===== src/rtl/tx_arbiter.sv =====
// Round-robin scheduler sharing one byte-serial UART TX controller among NUM_REQ producers.
// Optional completion watchdog is compiled in with `define TX_ARB_WATCHDOG_EN.
module tx_arbiter #(
    parameter int NUM_REQ        = 4,
    parameter int TIMEOUT_CYCLES = 64
) (
    input  logic                   system_clk,
    input  logic                   system_reset,
    input  logic [NUM_REQ-1:0]     req,
    input  logic [8*NUM_REQ-1:0]   req_data,
    output logic [NUM_REQ-1:0]     grant,
    output logic [NUM_REQ-1:0]     done,
    output logic [NUM_REQ-1:0]     error,
    output logic                   arb_busy,
    output logic [7:0]             tx_data_byte,
    output logic                   tx_start_signal,
    input  logic                   tx_busy_flag,
    input  logic                   tx_complete_flag
);

    // state      | meaning
    // S_IDLE     | no transfer owned; arbitrate when a request is pending and the controller is idle
    // S_START    | owner latched; tx_start_signal high for this single cycle
    // S_WAIT_DONE| waiting for the controller's completion pulse (or watchdog expiry)

    localparam int PTR_W = $clog2(NUM_REQ);

    if (NUM_REQ < 2 || NUM_REQ > 8 || TIMEOUT_CYCLES < 1) begin : g_param_check
        $error("tx_arbiter: NUM_REQ must be 2..8 and TIMEOUT_CYCLES at least 1");
    end

    typedef enum logic [1:0] {
        S_IDLE      = 2'd0,
        S_START     = 2'd1,
        S_WAIT_DONE = 2'd2
    } state_t;

    state_t               state_q, state_d;
    logic [PTR_W-1:0]     ptr_q, ptr_d;
    logic [NUM_REQ-1:0]   grant_q, grant_d;
    logic [NUM_REQ-1:0]   done_q, done_d;
    logic [NUM_REQ-1:0]   err_q, err_d;
    logic                 busy_q, busy_d;
    logic [7:0]           data_q, data_d;
    logic                 start_q, start_d;

    logic                 found;
    logic [PTR_W-1:0]     win_idx;
    logic [PTR_W-1:0]     win_next;
    logic                 arb_win;
    logic                 wd_expired;

`ifdef TX_ARB_WATCHDOG_EN
    localparam int CNT_W = $clog2(TIMEOUT_CYCLES + 1);
    logic [CNT_W-1:0] wd_q, wd_d;
    assign wd_expired = (wd_q == CNT_W'(TIMEOUT_CYCLES - 1));
`else
    assign wd_expired = 1'b0;
`endif

    // First pending request at or above ptr, wrapping explicitly for non power-of-two NUM_REQ.
    always_comb begin
        int idx;
        found   = 1'b0;
        win_idx = '0;
        idx     = 0;
        for (int k = 0; k < NUM_REQ; k++) begin
            idx = int'(ptr_q) + k;
            if (idx >= NUM_REQ) idx = idx - NUM_REQ;
            if (!found && req[idx]) begin
                found   = 1'b1;
                win_idx = PTR_W'(idx);
            end
        end
    end

    assign win_next = (win_idx == PTR_W'(NUM_REQ - 1)) ? '0 : win_idx + 1'b1;
    assign arb_win  = found && !tx_busy_flag;

    always_ff @(posedge system_clk) begin
        if (system_reset) begin
            state_q <= S_IDLE;
            ptr_q   <= '0;
            grant_q <= '0;
            done_q  <= '0;
            err_q   <= '0;
            busy_q  <= 1'b0;
            data_q  <= 8'h00;
            start_q <= 1'b0;
`ifdef TX_ARB_WATCHDOG_EN
            wd_q    <= '0;
`endif
        end else begin
            state_q <= state_d;
            ptr_q   <= ptr_d;
            grant_q <= grant_d;
            done_q  <= done_d;
            err_q   <= err_d;
            busy_q  <= busy_d;
            data_q  <= data_d;
            start_q <= start_d;
`ifdef TX_ARB_WATCHDOG_EN
            wd_q    <= wd_d;
`endif
        end
    end

    always_comb begin
        state_d = state_q;
        case (state_q)
            S_IDLE:      if (arb_win) state_d = S_START;
            S_START:     state_d = S_WAIT_DONE;
            S_WAIT_DONE: if (tx_complete_flag || wd_expired) state_d = S_IDLE;
            default:     state_d = S_IDLE;
        endcase
    end

    // Registered outputs are computed from the transition so they line up with the new state.
    always_comb begin
        ptr_d   = ptr_q;
        grant_d = grant_q;
        data_d  = data_q;
        done_d  = '0;
        err_d   = '0;
        start_d = 1'b0;
`ifdef TX_ARB_WATCHDOG_EN
        wd_d    = wd_q;
`endif
        case (state_q)
            S_IDLE: begin
                if (arb_win) begin
                    grant_d = NUM_REQ'(1) << win_idx;
                    data_d  = req_data[8*int'(win_idx) +: 8];
                    ptr_d   = win_next;
                    start_d = 1'b1;
                end
            end
            S_START: begin
`ifdef TX_ARB_WATCHDOG_EN
                wd_d = '0;
`endif
            end
            S_WAIT_DONE: begin
                if (tx_complete_flag) begin
                    done_d  = grant_q;
                    grant_d = '0;
                end else if (wd_expired) begin
                    err_d   = grant_q;
                    grant_d = '0;
                end else begin
`ifdef TX_ARB_WATCHDOG_EN
                    wd_d = wd_q + 1'b1;
`endif
                end
            end
            default: begin
                grant_d = '0;
            end
        endcase
        busy_d = (state_d != S_IDLE);
    end

    assign grant           = grant_q;
    assign done            = done_q;
    assign error           = err_q;
    assign arb_busy        = busy_q;
    assign tx_data_byte    = data_q;
    assign tx_start_signal = start_q;

endmodule


===== config.mk =====
export PLATFORM = sky130hd
export DESIGN_NAME = tx_arbiter
export DESIGN_NICKNAME = d
export VERILOG_FILES = /design/src/rtl/tx_arbiter.sv
export SDC_FILE = /design/constraint.sdc
export NUM_CORES = 1
export LEC_CHECK = 0
export CAP_MARGIN = 0
export CELL_PAD_IN_SITES_DETAIL_PLACEMENT = 2
export CELL_PAD_IN_SITES_GLOBAL_PLACEMENT = 2
export CORE_ASPECT_RATIO = 0.5
export CORE_UTILIZATION = 23
export DETAILED_ROUTE_END_ITERATION = 10
export PLACE_DENSITY_LB_ADDON = 0.1
export SKIP_CTS_REPAIR_TIMING = 1
export SLEW_MARGIN = 40
export SYNTH_ARGS = -nofsm -noshare
export SYNTH_HDL_FRONTEND = slang
export SYNTH_SLANG_ARGS = --single-unit
export TNS_END_PERCENT = 10

===== constraint.sdc =====
create_clock -name system_clk -period 2.1 [get_ports system_clk]
set_input_delay 0.42 -clock system_clk [delete_from_list [all_inputs] [get_ports system_clk]]
set_output_delay 0.42 -clock system_clk [all_outputs]
set_load 0.005 [all_outputs]

==> impl_results.md, run 1 <==
- Initial drt markers: 15
- Placed inst area: 1937 um2
- Yosys top cell area share: 0.3566
- TritonCTS clock tree: built
- Commonest non-fill, non-tap cell in the layout: clkdlybuf4s50_1
- Vias per inst: 4.477
- Design Power: 1.175 mW
- RSZ-0062 raised after global routing: no
- F_max: 0.5235 GHz
- Worst path required time: 2.30 ns
- Synth top area cells: dfxtp_1 (36%), mux2i_1 (15%), o221ai_2 (9.7%)
- Final period utilization: 0.9097
- DRT Wirelength: 3.579 mm
- P_leak: 0.8292 nW
- Final hold vios: 0
- Cell family with most CP delay: simple AND/OR/NAND/NOR gates
- Yosys warning count: 0
- Post-route DRC violation count: 0
- Slew @ Worst Pin: 0.5704 ns
- Port bufs: 57
- Psw: 0.3336 mW
- Worst Hold Class: reg2reg
- Slew headroom: 0.6146
- CP cell instances: clkdlybuf4s50_1, nor4_1, or4_1, nor2_8, nand2_4, o221ai_2
- Max-cap violations: 0
- Total grt overflow: 0
- First-pass GRT wire length: 5.906 mm
- Synthesized instance count: 120
- CP peak stage delay: 0.59 ns
- Sequential Area: 440.4 um2
- Min cycle time layout: 1.910 ns
- Antenna violations before repair: 0
- XOR/XNOR share of the synthesized area: 0
- Type of the worst setup path: in2reg
- Antenna diodes: 0
- Critical Path AT: 2.11 ns
- Clock-pin slew on the worst setup and hold paths: 0.08 ns
- Layout cells sized above 1: 0.1649
- Max FO, Critical Path: 8
- Area of the multi-input gates: 709.4 um2
- Pwr/cell area: 589.7 nW/um2
- Root Driver: clkbuf_8
- Synth Cell Area: 1235 um2
- Layout Nets: 233
- Crit-path slowest cell: or4_1
- CP endpoint kind: register
- Complex-gate fraction of the synthesized area: 0.1702
- Yosys reg bits: 22
- GRT Util Overall: 0.1373
- CP startpoint kind: primary input
- # IOs: 62
- FF-to-FF setup slack: 0.37 ns
- Placeable Area: 5045 um2
- Logic gate share of total power: 0.324
- Post-synthesis sequential area ratio: 0.3566
- Number of buffer and inverter stages on the critical path: 1
- Cell internal pwr: 0.8410 mW
- Synth cell types: 31
- Via count: 1155
- Yosys top cell by area: dfxtp_1
- DRT Pass-1 Iters: 4
- Vias in the first global route: 1281
- GPL Wtd Cong: 0.6986
- Row Count: 18
- Final Max Slew Viols: 0
- Skew final: 0.002006 ns
- Commonest cells after routing, fill and taps aside: clkdlybuf4s50_1 (57), dfxtp_1 (22), mux2i_1 (18)
- Max clock buf depth: 2
- Setup Viol. Count Final: 0
- Worst r2r src: ptr_q[1]
- Total Die Area: 5684 um2
- Die Ht: 53.82 um
- Mux contribution to synthesized area: 0.1459
- Largest net degree at the start of global routing: 13
- Clock Power Share: 0.271
- Switching Share: 0.2840
- Chip Width: 105.6 um
- Clock H-tree levels: 1
- Setup tns final: 0 ns
- Post-synthesis simple-gate area fraction: 0.2057
- Starting Density: 0.2448
- Cells after DPL: 254
- Post-DRT Antenna Nets: 0
- Seq pwr share: 0.405
- Syn_area_per_cell: 10.29 um2
- Adder-cell share of the synthesized area: 0.04053
- Layout area overhead: 61.30%
- Fillers: 574
- Finished Layout Cells: 258
- Largest family of logic cells by synthesized area: simple AND/OR/NAND/NOR gates
- Critical path origin: req[1]
- HP Start: grant[0]
- WHS: 0.4713 ns
- Max VDD drop: 0.0002334 V
- HPWL after DPL: 2.903 mm
- Run status: complete, no violations
- CTS Buf Count: 3
- Wire per inst: 13.87 um
- Clock tree sinks: 22
- Later-pin clock latency in the skew report: 0.27 ns
- Design area: 1992 um2
-- final timing paths --
path / depth (start not counted) / to
worst min register to register: 2 / grant[0]
worst max register to register: 6 / tx_data_byte[7]
worst max-delay path: 6 / tx_data_byte[6]
worst min-delay path: 2 / grant[0]
-- power groups by stage --
stage | logic (mW) | clock network [mW] | registers [mW]
CTS | 0.390 | 0.330 | 0.476
detailed placement | 0.388 | 0 | 0.484
global route | 0.418 | 0.346 | 0.481
finish | 0.381 | 0.318 | 0.476
global placement | 0.378 | 0 | 0.484
floorplan | 0.200 | 0 | 0.481
-- state kept, by name, indices dropped and copies added, names as in the netlist --
signal,cells
done,4
ptr_q,2
state_q,2
grant,4
tx_data_byte,8
arb_busy,1
tx_start_signal,1
-- kinds of logic (layout without fill, tap and decap cells) --
group / after synthesis / count (layout)
compound gates: 23 / 23
fa+ha+maj: 4 / 4
buf+inv: 13 / 78
flops: 22 / 22
mux: 18 / 18
other cells: 1 / 4
simple gates: 39 / 39
-- cell usage after synthesis --
| cell | count |
|---|---|
| nand2_1 | 7 |
| o221ai_2 | 8 |
| clkbuf_1 | 2 |
| buf_2 | 1 |
| buf_4 | 4 |
| o21a_1 | 1 |
| and2_1 | 5 |
| nor3_1 | 1 |
| buf_12 | 1 |
| dfxtp_1 | 22 |
| nor2_4 | 1 |
| a211oi_1 | 1 |
| nand3_1 | 4 |
| mux2i_1 | 18 |
| conb_1 | 1 |
| nor4_1 | 1 |
| nand2_4 | 2 |
| a21oi_1 | 9 |
| nand2b_1 | 3 |
| nor2_1 | 4 |
| o22ai_2 | 1 |
| nand3b_1 | 8 |
| o21ai_0 | 1 |
| ha_1 | 4 |
| nor4bb_1 | 1 |
| nor2_8 | 1 |
| or4_1 | 1 |
| inv_1 | 3 |
| buf_6 | 2 |
| a31oi_1 | 1 |
| o22ai_1 | 1 |
-- tightest hold or removal path, stage by stage (launching register included) --
cell	delay [ns]
dfxtp_1	0.33
nand2_1	0.05
a21oi_1	0.05
-- final cells by class --
class                           count  area share
Tap cell                           70     0.04397
Inverter                            3    0.005653
Clock buffer                        4     0.02764
Timing Repair Buffer               71      0.3455
Multi-Input combinational cell     88      0.3562
Sequential cell                    22      0.2211
-- through the flow --
stage / util / setup WS, ns
floorplan: - / 0.4133
CTS: 0.3948 / 0.1623
global route: 0.3948 / 0.08093
finish: 0.3948 / 0.1896
global placement: 0.3839 / -0.09557
detailed placement: 0.3839 / -0.1297
-- metal layers --
metal | part of all wire | track usage | vias up
li1 | - | - | 562
met1 | 0.45 | 0.1568 | 553
met4 | 0.0053 | 0.02083 | 0
met5 | 0 | 0 | -
met3 | 0.063 | 0.04600 | 3
met2 | 0.48 | 0.2621 | 37
Note: power is estimated with default switching activity, not from simulation.
==> inputs of run 2 (changes only) <==
Settings changed: CELL_PAD_IN_SITES_DETAIL_PLACEMENT 2 to 1, CELL_PAD_IN_SITES_GLOBAL_PLACEMENT 2 to 1, CORE_UTILIZATION 23 to 29, RECOVER_POWER set to 100.
Clock period 2.1 ns to 2 ns, I/O delays scaled along.
==> impl_results.md, run 2 (synthesis gave the netlist of run 1 again) <==
- WHS: 0.4640 ns (was 0.4713 ns)
- Vias per inst: 4.663 (was 4.477)
- GRT Util Overall: 0.1454 (was 0.1373)
- Largest register FFs: 8 (unchanged)
- Total grt overflow: 0 (unchanged)
- TritonCTS clock tree: built (unchanged)
- Later-pin clock latency in the skew report: 0.26 ns (was 0.27 ns)
- R2R depth: 6 (unchanged)
- Final period utilization: 0.9406
- Hold Path Depth: 2 (unchanged)
- Final Max Slew Viols: 0 (unchanged)
- Vias in the first global route: 1091 (was 1281)
- Worst path depth: 7 (was 6)
- CTS Buf Count: 3 (unchanged)
- Min cycle time layout: 1.881 ns
- P_leak: 0.8601 nW (was 0.8292 nW)
- Number of buffer and inverter stages on the critical path: 2 (was 1)
- Setup ws final: 0.1189 ns (was 0.1896 ns)
- Pwr/cell area: 617.2 nW/um2 (was 589.7 nW/um2)
- Run status: complete, no violations (unchanged)
- Skew final: 0.001438 ns (was 0.002006 ns)
- Type of the worst setup path: in2reg (unchanged)
- Die Ht: 48.15 um (was 53.82 um)
- CP cell instances: clkdlybuf4s50_1, a21oi_1, o21a_1, o22ai_4, buf_4, mux2i_1, o221ai_2 (was clkdlybuf4s50_1, nor4_1, or4_1, nor2_8, nand2_4, o221ai_2)
- # IOs: 62 (unchanged)
- Starting Density: 0.3100 (was 0.2448)
- Post-DRT Antenna Nets: 0 (unchanged)
- CP startpoint kind: primary input (unchanged)
- Antenna diodes: 0 (unchanged)
- CP peak stage delay: 0.53 ns (was 0.59 ns)
- Max clock buf depth: 2 (unchanged)
- Worst path required time: 2.15 ns (was 2.30 ns)
- Placeable Area: 3984 um2 (was 5045 um2)
- Crit-path slowest cell: clkdlybuf4s50_1 (was or4_1)
- Port bufs: 57 (unchanged)
- Final hold vios: 0 (unchanged)
- Placed inst area: 1902 um2 (was 1937 um2)
- Via count: 1119 (was 1155)
- Largest net degree at the start of global routing: 13 (unchanged)
- Antenna violations before repair: 0 (unchanged)
- Worst Hold Class: reg2reg (unchanged)
- Setup Viol. Count Final: 0 (unchanged)
- Design Power: 1.185 mW (was 1.175 mW)
- Max VDD drop: 0.0002800 V (was 0.0002334 V)
- Commonest non-fill, non-tap cell in the layout: clkdlybuf4s50_1 (unchanged)
- Cell family with most CP delay: buffers and inverters (was simple AND/OR/NAND/NOR gates)
- RSZ-0062 raised after global routing: no (unchanged)
- Critical Path AT: 2.03 ns (was 2.11 ns)
- HPWL after DPL: 2.628 mm (was 2.903 mm)
- Row Count: 16 (was 18)
- Wire per inst: 13.28 um (was 13.87 um)
- CP endpoint kind: register (unchanged)
- Layout Nets: 231 (was 233)
- Clock tree sinks: 22 (unchanged)
- Post-route DRC violation count: 0 (unchanged)
- Commonest cells after routing, fill and taps aside: clkdlybuf4s50_1 (38), dfxtp_1 (22), dlygate4sd3_1 (19) (was clkdlybuf4s50_1 (57), dfxtp_1 (22), mux2i_1 (18))
- GPL Wtd Cong: 0.7123 (was 0.6986)
- Layout area overhead: 55.42% (was 61.30%)
- Total Die Area: 4539 um2 (was 5684 um2)
- Clock H-tree levels: 1 (unchanged)
- First-pass GRT wire length: 4.995 mm (was 5.906 mm)
- Place WS: -0.2193 ns (was -0.1297 ns)
- Layout cells sized above 1: 0.1129 (was 0.1649)
- DRT Wirelength: 3.186 mm (was 3.579 mm)
- Max-cap violations: 0 (unchanged)
- Initial drt markers: 29 (was 15)
- Max FO, Critical Path: 6 (was 8)
- F_max: 0.5316 GHz
- Root Driver: clkbuf_8 (unchanged)
- DRT Pass-1 Iters: 4 (unchanged)
- Chip Width: 94.29 um (was 105.6 um)
- Clock-pin slew on the worst setup and hold paths: 0.08 ns (about the same)
- Design area: 1919 um2 (was 1992 um2)
[run 2: cell types whose count changed in the layout (fill, tap and decap cells not counted), moves of 2 or more]
cell,previous run,this run
dlygate4sd3_1,0,19
clkdlybuf4s50_1,57,38
clkbuf_1,0,2
o221ai_1,0,7
o221ai_2,8,1
buf_4,13,9
[run 2: stage by stage]
stage          cells  utilization  TNS [ns]
3_5_place_dp     236       0.4774    -2.331
6_report         240       0.4818         0
5_1_grt          240       0.4818         0
2_1_floorplan    123            -         0
3_3_place_gp     236       0.4774    -1.881
4_1_cts          240       0.4912         0
[run 2: cell type report]
cell class / instances / area, um2
Clock buffer: 4 / 55.05
Sequential cell: 22 / 440.4
Tap cell: 54 / 67.56
Timing Repair Buffer: 69 / 665.6
Inverter: 3 / 11.26
Fill cell: 456 / 2064
Multi-Input combinational cell: 88 / 679.4
[run 2: per-layer routing]
metal / share of wire / up-vias / track usage
met1: 0.47 / 527 / 0.1825
li1: - / 557 / -
met3: 0.035 / 0 / 0.04050
met5: 0 / - / 0
met2: 0.49 / 35 / 0.2681
met4: 0 / 0 / 0.01231
[run 2: worst reg2reg max path, delay by kind of cell (launching register included)]
kind	cells	cell delay (ns)
flops	1	0.48
buf+inv	1	0.21
mux	1	0.25
compound gates	4	0.66
[run 2: final timing paths]
path             from  slack (ns)               to
min reg2reg  grant[3]        0.46         grant[3]
max reg2reg  ptr_q[1]        0.29  tx_data_byte[7]
max            req[0]        0.12  tx_data_byte[7]
min          grant[3]        0.46         grant[3]
[run 2: report_power, final]
part	internal (mW)	switching [mW]	total [mW]
registers	0.473	0.0262	0.499
clock network	0.176	0.145	0.321
logic	0.210	0.154	0.365
total	0.859	0.326	1.18
==> RTL edit 1, RTL diff (settings of run 1) <==
The option `TX_ARB_WATCHDOG_EN` is turned on by a define.
--- a/src/rtl/tx_arbiter.sv
+++ b/src/rtl/tx_arbiter.sv
@@ -2,2 +2,4 @@
 // Optional completion watchdog is compiled in with `define TX_ARB_WATCHDOG_EN.
+`define TX_ARB_WATCHDOG_EN
+
 module tx_arbiter #(
Behaviour: no difference found for any inputs over 10 cycles, from zero or initial values and one cycle with system_reset high; that may be too few to reach the edited logic, so the function may still have changed.
==> RTL edit 1 against run 1 <==
Sequential power increased by 45%. Worst setup slack got worse by 0.17 ns. Critical endpoint is now tx_data_byte[4]$_SDFFE_PP0P_. First-iteration DRC count increased to 4.3 times the old value. Synthesized area increased by 34%. Cell area increased by 34%. Sequential cell count increased by 11. Power increased by 67%. Wire length increased by 46%.
==> RTL edit 1: results (changes against run 1) <==
diodes: 0  # unchanged
synthTopCellsByCount: "33 x dfxtp_1, 18 x nor2_1, 12 x and2_1"
nonClkBufAreaFrac: 0.2736  # -0.07185
finClkSkew_ns: 0.003844  # +0.001839 ns
grt_max_degree: 20  # +7
pre_cts_ws_ns: -0.3925  # -0.2628 ns
nonClockBufferCount: 76  # +7.0%
min_to: "wd_q[6]$_SDFFE_PP0P_"
area_growth_syn_to_layout_pct: 60.53
placed_cell_area_um2: 2449  # +26%
layout-drive-gt1-share: 0.2016  # +0.03675
clock_buffers: 5  # +1
fin_hold_ws_ns: 0.4873  # +0.01595 ns
dp_cells: 325  # +28%
multi_input_area_share: 0.3634  # +0.007267
first_pass_iters: 3  # -1
synth_ff_type: "dfxtp_1"
r2r_setup_slack_ns: 0.20  # -0.17 ns
r2r-end: "grant[1]$_SDFFE_PP0P_"
wl_per_cell_um: 15.59  # +12%
seq_area_frac_synth: 0.3985  # +0.04185
vias: 1519  # +32%
inv_count: 5  # +2
met1_usage: 0.1802  # +0.02339
status: "finished, final reports clean"
arrival_ns: 2.25  # +0.14 ns
instances_no_fill: 335  # +30%
clock_area_frac: 0.06441  # +0.03677
hpwlAfterDp_um: 3777  # +30%
grt_pass1_wl_um: 8266  # +40%
cts-root-buf: "clkbuf_16"
ys_seq_elements: 33  # +50%
seq_area_um2: 660.6  # +50%
finalNetCount: 287  # +23%
ys_types: 42  # +35%
clkTransAtPathRegs_ns: 0.06  # -0.02 ns
crit_path_top_delay_cell: "clkdlybuf4s50_1"
cpPeakStageDelay_ns: 0.51  # -0.08 ns
leakage_nw: 1.092  # +32%
multi_input_gates: 121  # +38%
grtUsageTotal: 0.1473  # +0.01001
grt_antenna_before_repair: 0  # unchanged
drt-initial-drc-count: 65  # +50
fillers: 759  # +32%
synth_area_leaders: "dfxtp_1 40%, mux2_4 7.2%, a221o_1 5.4%"
grt_pass1_vias: 1679  # +31%
met3_usage: 0.05839  # +0.01239
cp_max_fo: 5  # -3
vdd_drop_max_mv: 0.3001  # +29%
worstHoldStart: "wd_q[6]$_SDFFE_PP0P_"
place.gp.congestion: 0.7848  # +12%
relSlewSlack: 0.7010  # +0.08639
io_buffers: 61  # +7.0%
-- RTL edit 1: changes by cell type after synthesis, moves of 9 or more --
| cell | run 1 | this run |
|---|---|---|
| nor2_1 | 4 | 18 |
| dfxtp_1 | 22 | 33 |
| mux2i_1 | 18 | 7 |
| a221o_1 | 0 | 9 |
-- RTL edit 1: critical path: cells and delay by family --
| family | cells | cell delay, ns |
|---|---|---|
| AOI/OAI and AO/OA | 2 | 0.74 |
| buffers and inverters | 1 | 0.51 |
| and+or+nand+nor | 2 | 0.29 |
| muxes | 1 | 0.28 |
-- RTL edit 1: how the worst max path moves through the flow --
stage                                         to  slack [ns]  depth (start not counted)
detailed placement  tx_data_byte[4]$_SDFFE_PP0P_       -0.39                          6
CTS                 tx_data_byte[4]$_SDFFE_PP0P_       -0.13                          6
finish              tx_data_byte[4]$_SDFFE_PP0P_        0.01                          6
global placement    tx_data_byte[4]$_SDFFE_PP0P_       -0.28                          6
floorplan           tx_data_byte[6]$_SDFFE_PP0P_        0.17                          7
global route        tx_data_byte[7]$_SDFFE_PP0P_     -0.0006                          6
-- RTL edit 1: cells by family after synthesis --
kind of cell / count (synthesis) / synth area share
adder cells (fa/ha/maj): 5 / 0.03774
flip-flops: 33 / 0.3985
buffers and inverters: 11 / 0.03999
AO/OA/AOI/OAI: 26 / 0.1177
XOR/XNOR: 2 / 0.01057
AND/OR/NAND/NOR: 63 / 0.2264
multiplexers: 23 / 0.1691
-- RTL edit 1: power by group --
group          switching (mW)  internal, mW  total [mW]
Clock                   0.293         0.561       0.854
Sequential             0.0279         0.661       0.689
Combinational           0.167         0.255       0.422
Total                   0.487          1.48        1.96
-- RTL edit 1: routing by layer --
metal,up-vias,part of all wire
li1,746,-
met1,731,0.47
met2,42,0.46
met3,0,0.066
met4,0,0
met5,-,0
==> RTL edit 2, RTL diff (settings of run 1) <==
Without the edit above. Make the reset (`system_reset`) asynchronous in one clocked block.
--- a/src/rtl/tx_arbiter.sv
+++ b/src/rtl/tx_arbiter.sv
@@ -79,3 +79,3 @@
 
-    always_ff @(posedge system_clk) begin
+    always_ff @(posedge system_clk or posedge system_reset) begin
         if (system_reset) begin
Formal check against the unedited RTL: differs if system_reset is asserted again (counterexample within 4 cycles, from zero or initial values and one cycle with system_reset high); with system_reset held inactive, the same outputs for 10 cycles.
==> RTL edit 2 against run 1 <==
Worst setup slack worse by 0.075 ns. Clock skew is 0.0031 ns higher. Sequential cell count stayed put. Wire length is 7.2% lower. Non-clock buffer count is 5 lower. Synthesized area is 3.1% lower. Hold slack better by 0.029 ns. Cell area is 2.9% lower. Critical endpoint is now tx_data_byte[7]$_DFFE_PP0P_. First-iteration DRC count is 27% lower.
Power is not compared: it rests on default switching activity, and its combinational part moved more than twofold at a synthesized area within 25%.
==> RTL edit 2: results (changes against run 1) <==
finalNetCount: 224  # -3.9%
inv_count: 8  # +5
grt_max_degree: 23  # +10
flops_and_latches: 22  # unchanged
viasPerCell: 4.365  # -2.5%
multi_input_gates: 79  # -10%
grt_antenna_before_repair: 0  # unchanged
gr-usage-met2: 0.2433  # -0.01873
synth_area_leaders: "dfrtp_1 46%, mux2i_1 13%, nand2_1 6.3%"
seq_area_um2: 550.5  # +25%
fin_hold_ws_ns: 0.4999  # +0.02855 ns
seq_area_frac_synth: 0.4603  # +0.1036
grt_pass1_vias: 1142  # -11%
synthTopCellsByCount: "22 x dfrtp_1, 20 x nand2_1, 16 x mux2i_1"
met1_length_um: 1516  # -5.3%
status: "finished, final reports clean"
grt_pass1_wl_um: 5492  # -7.0%
place.gp.congestion: 0.6813  # -2.5%
synthAdderAreaFrac: 0.04184  # +0.001314
cp_max_fo: 11  # +3
async_reset_ff_frac: 1.000  # +1.000
r2r_setup_slack_ns: 0.41  # +0.04 ns
area_growth_syn_to_layout_pct: 61.72
grtUsageTotal: 0.1307  # -0.006589
fillers: 551  # -4.0%
cts-root-buf: "clkbuf_8"
layout-drive-gt1-share: 0.1117  # -0.05316
nonClkBufAreaFrac: 0.3299  # -0.01559
clock_buffers: 3  # -1
pre_cts_ws_ns: -0.1747  # -0.04505 ns
post-route-util: 0.3904  # -0.004437
wl_per_cell_um: 13.34  # -3.9%
critPathTopFamily: "buffers and inverters"
clockBufferDepth: 2  # unchanged
setup_ws_ns: 0.1146  # -0.07500 ns
wl_met3_um: 193  # -15%
finClkSkew_ns: 0.005131  # +0.003125 ns
seq_share: 0.2846  # +0.06350
placed_cell_area_um2: 1863  # -3.8%
met3_usage: 0.04187  # -0.004133
met1_usage: 0.1503  # -0.006537
multi_input_area_um2: 555.5  # -22%
crit_path_top_delay_cell: "clkdlybuf4s50_1"
instances_no_fill: 249  # -3.5%
hpwlAfterDp_um: 2647  # -8.8%
avgSynthCellArea_um2: 10.49  # +2.0%
cpPeakStageDelay_ns: 0.44  # -0.15 ns
synth.mux.area_fraction: 0.1433  # -0.002591
synth_compound_area_frac: 0.1130  # -0.05724
first_pass_iters: 2  # -2
drt-initial-drc-count: 11  # -4
nonClockBufferCount: 66  # -7.0%
wl_met2_um: 1585  # -8.4%
clkTransAtPathRegs_ns: 0.08  # about the same
arrival_ns: 2.13  # +0.02 ns
clock_area_frac: 0.03687  # +0.009231
[RTL edit 2: cell types whose count changed in the layout (fill, tap and decap cells not counted), sizes merged, moves of 4 or more]
cell / run 1 / this run
buf: 14 / 9
inv: 3 / 7
a21oi: 9 / 2
nand2: 9 / 22
dfrtp: 0 / 22
dfxtp: 22 / 0
nor2: 6 / 2
nand3b: 8 / 0
[RTL edit 2: path summary, 6_finish.rpt]
path                                        startpoint                           to  depth (start not counted)
hold reg to reg            tx_data_byte[1]$_DFFE_PP0P_  tx_data_byte[1]$_DFFE_PP0P_                          2
min in group asynchronous                 system_reset    tx_start_signal$_DFF_PP0_                          3
setup / recovery                                req[0]  tx_data_byte[7]$_DFFE_PP0P_                          7
hold / removal             tx_data_byte[1]$_DFFE_PP0P_  tx_data_byte[1]$_DFFE_PP0P_                          2
setup reg to reg                  ptr_q[0]$_DFFE_PP0P_  tx_data_byte[7]$_DFFE_PP0P_                          6
max in group asynchronous                 system_reset         ptr_q[0]$_DFFE_PP0P_                          3
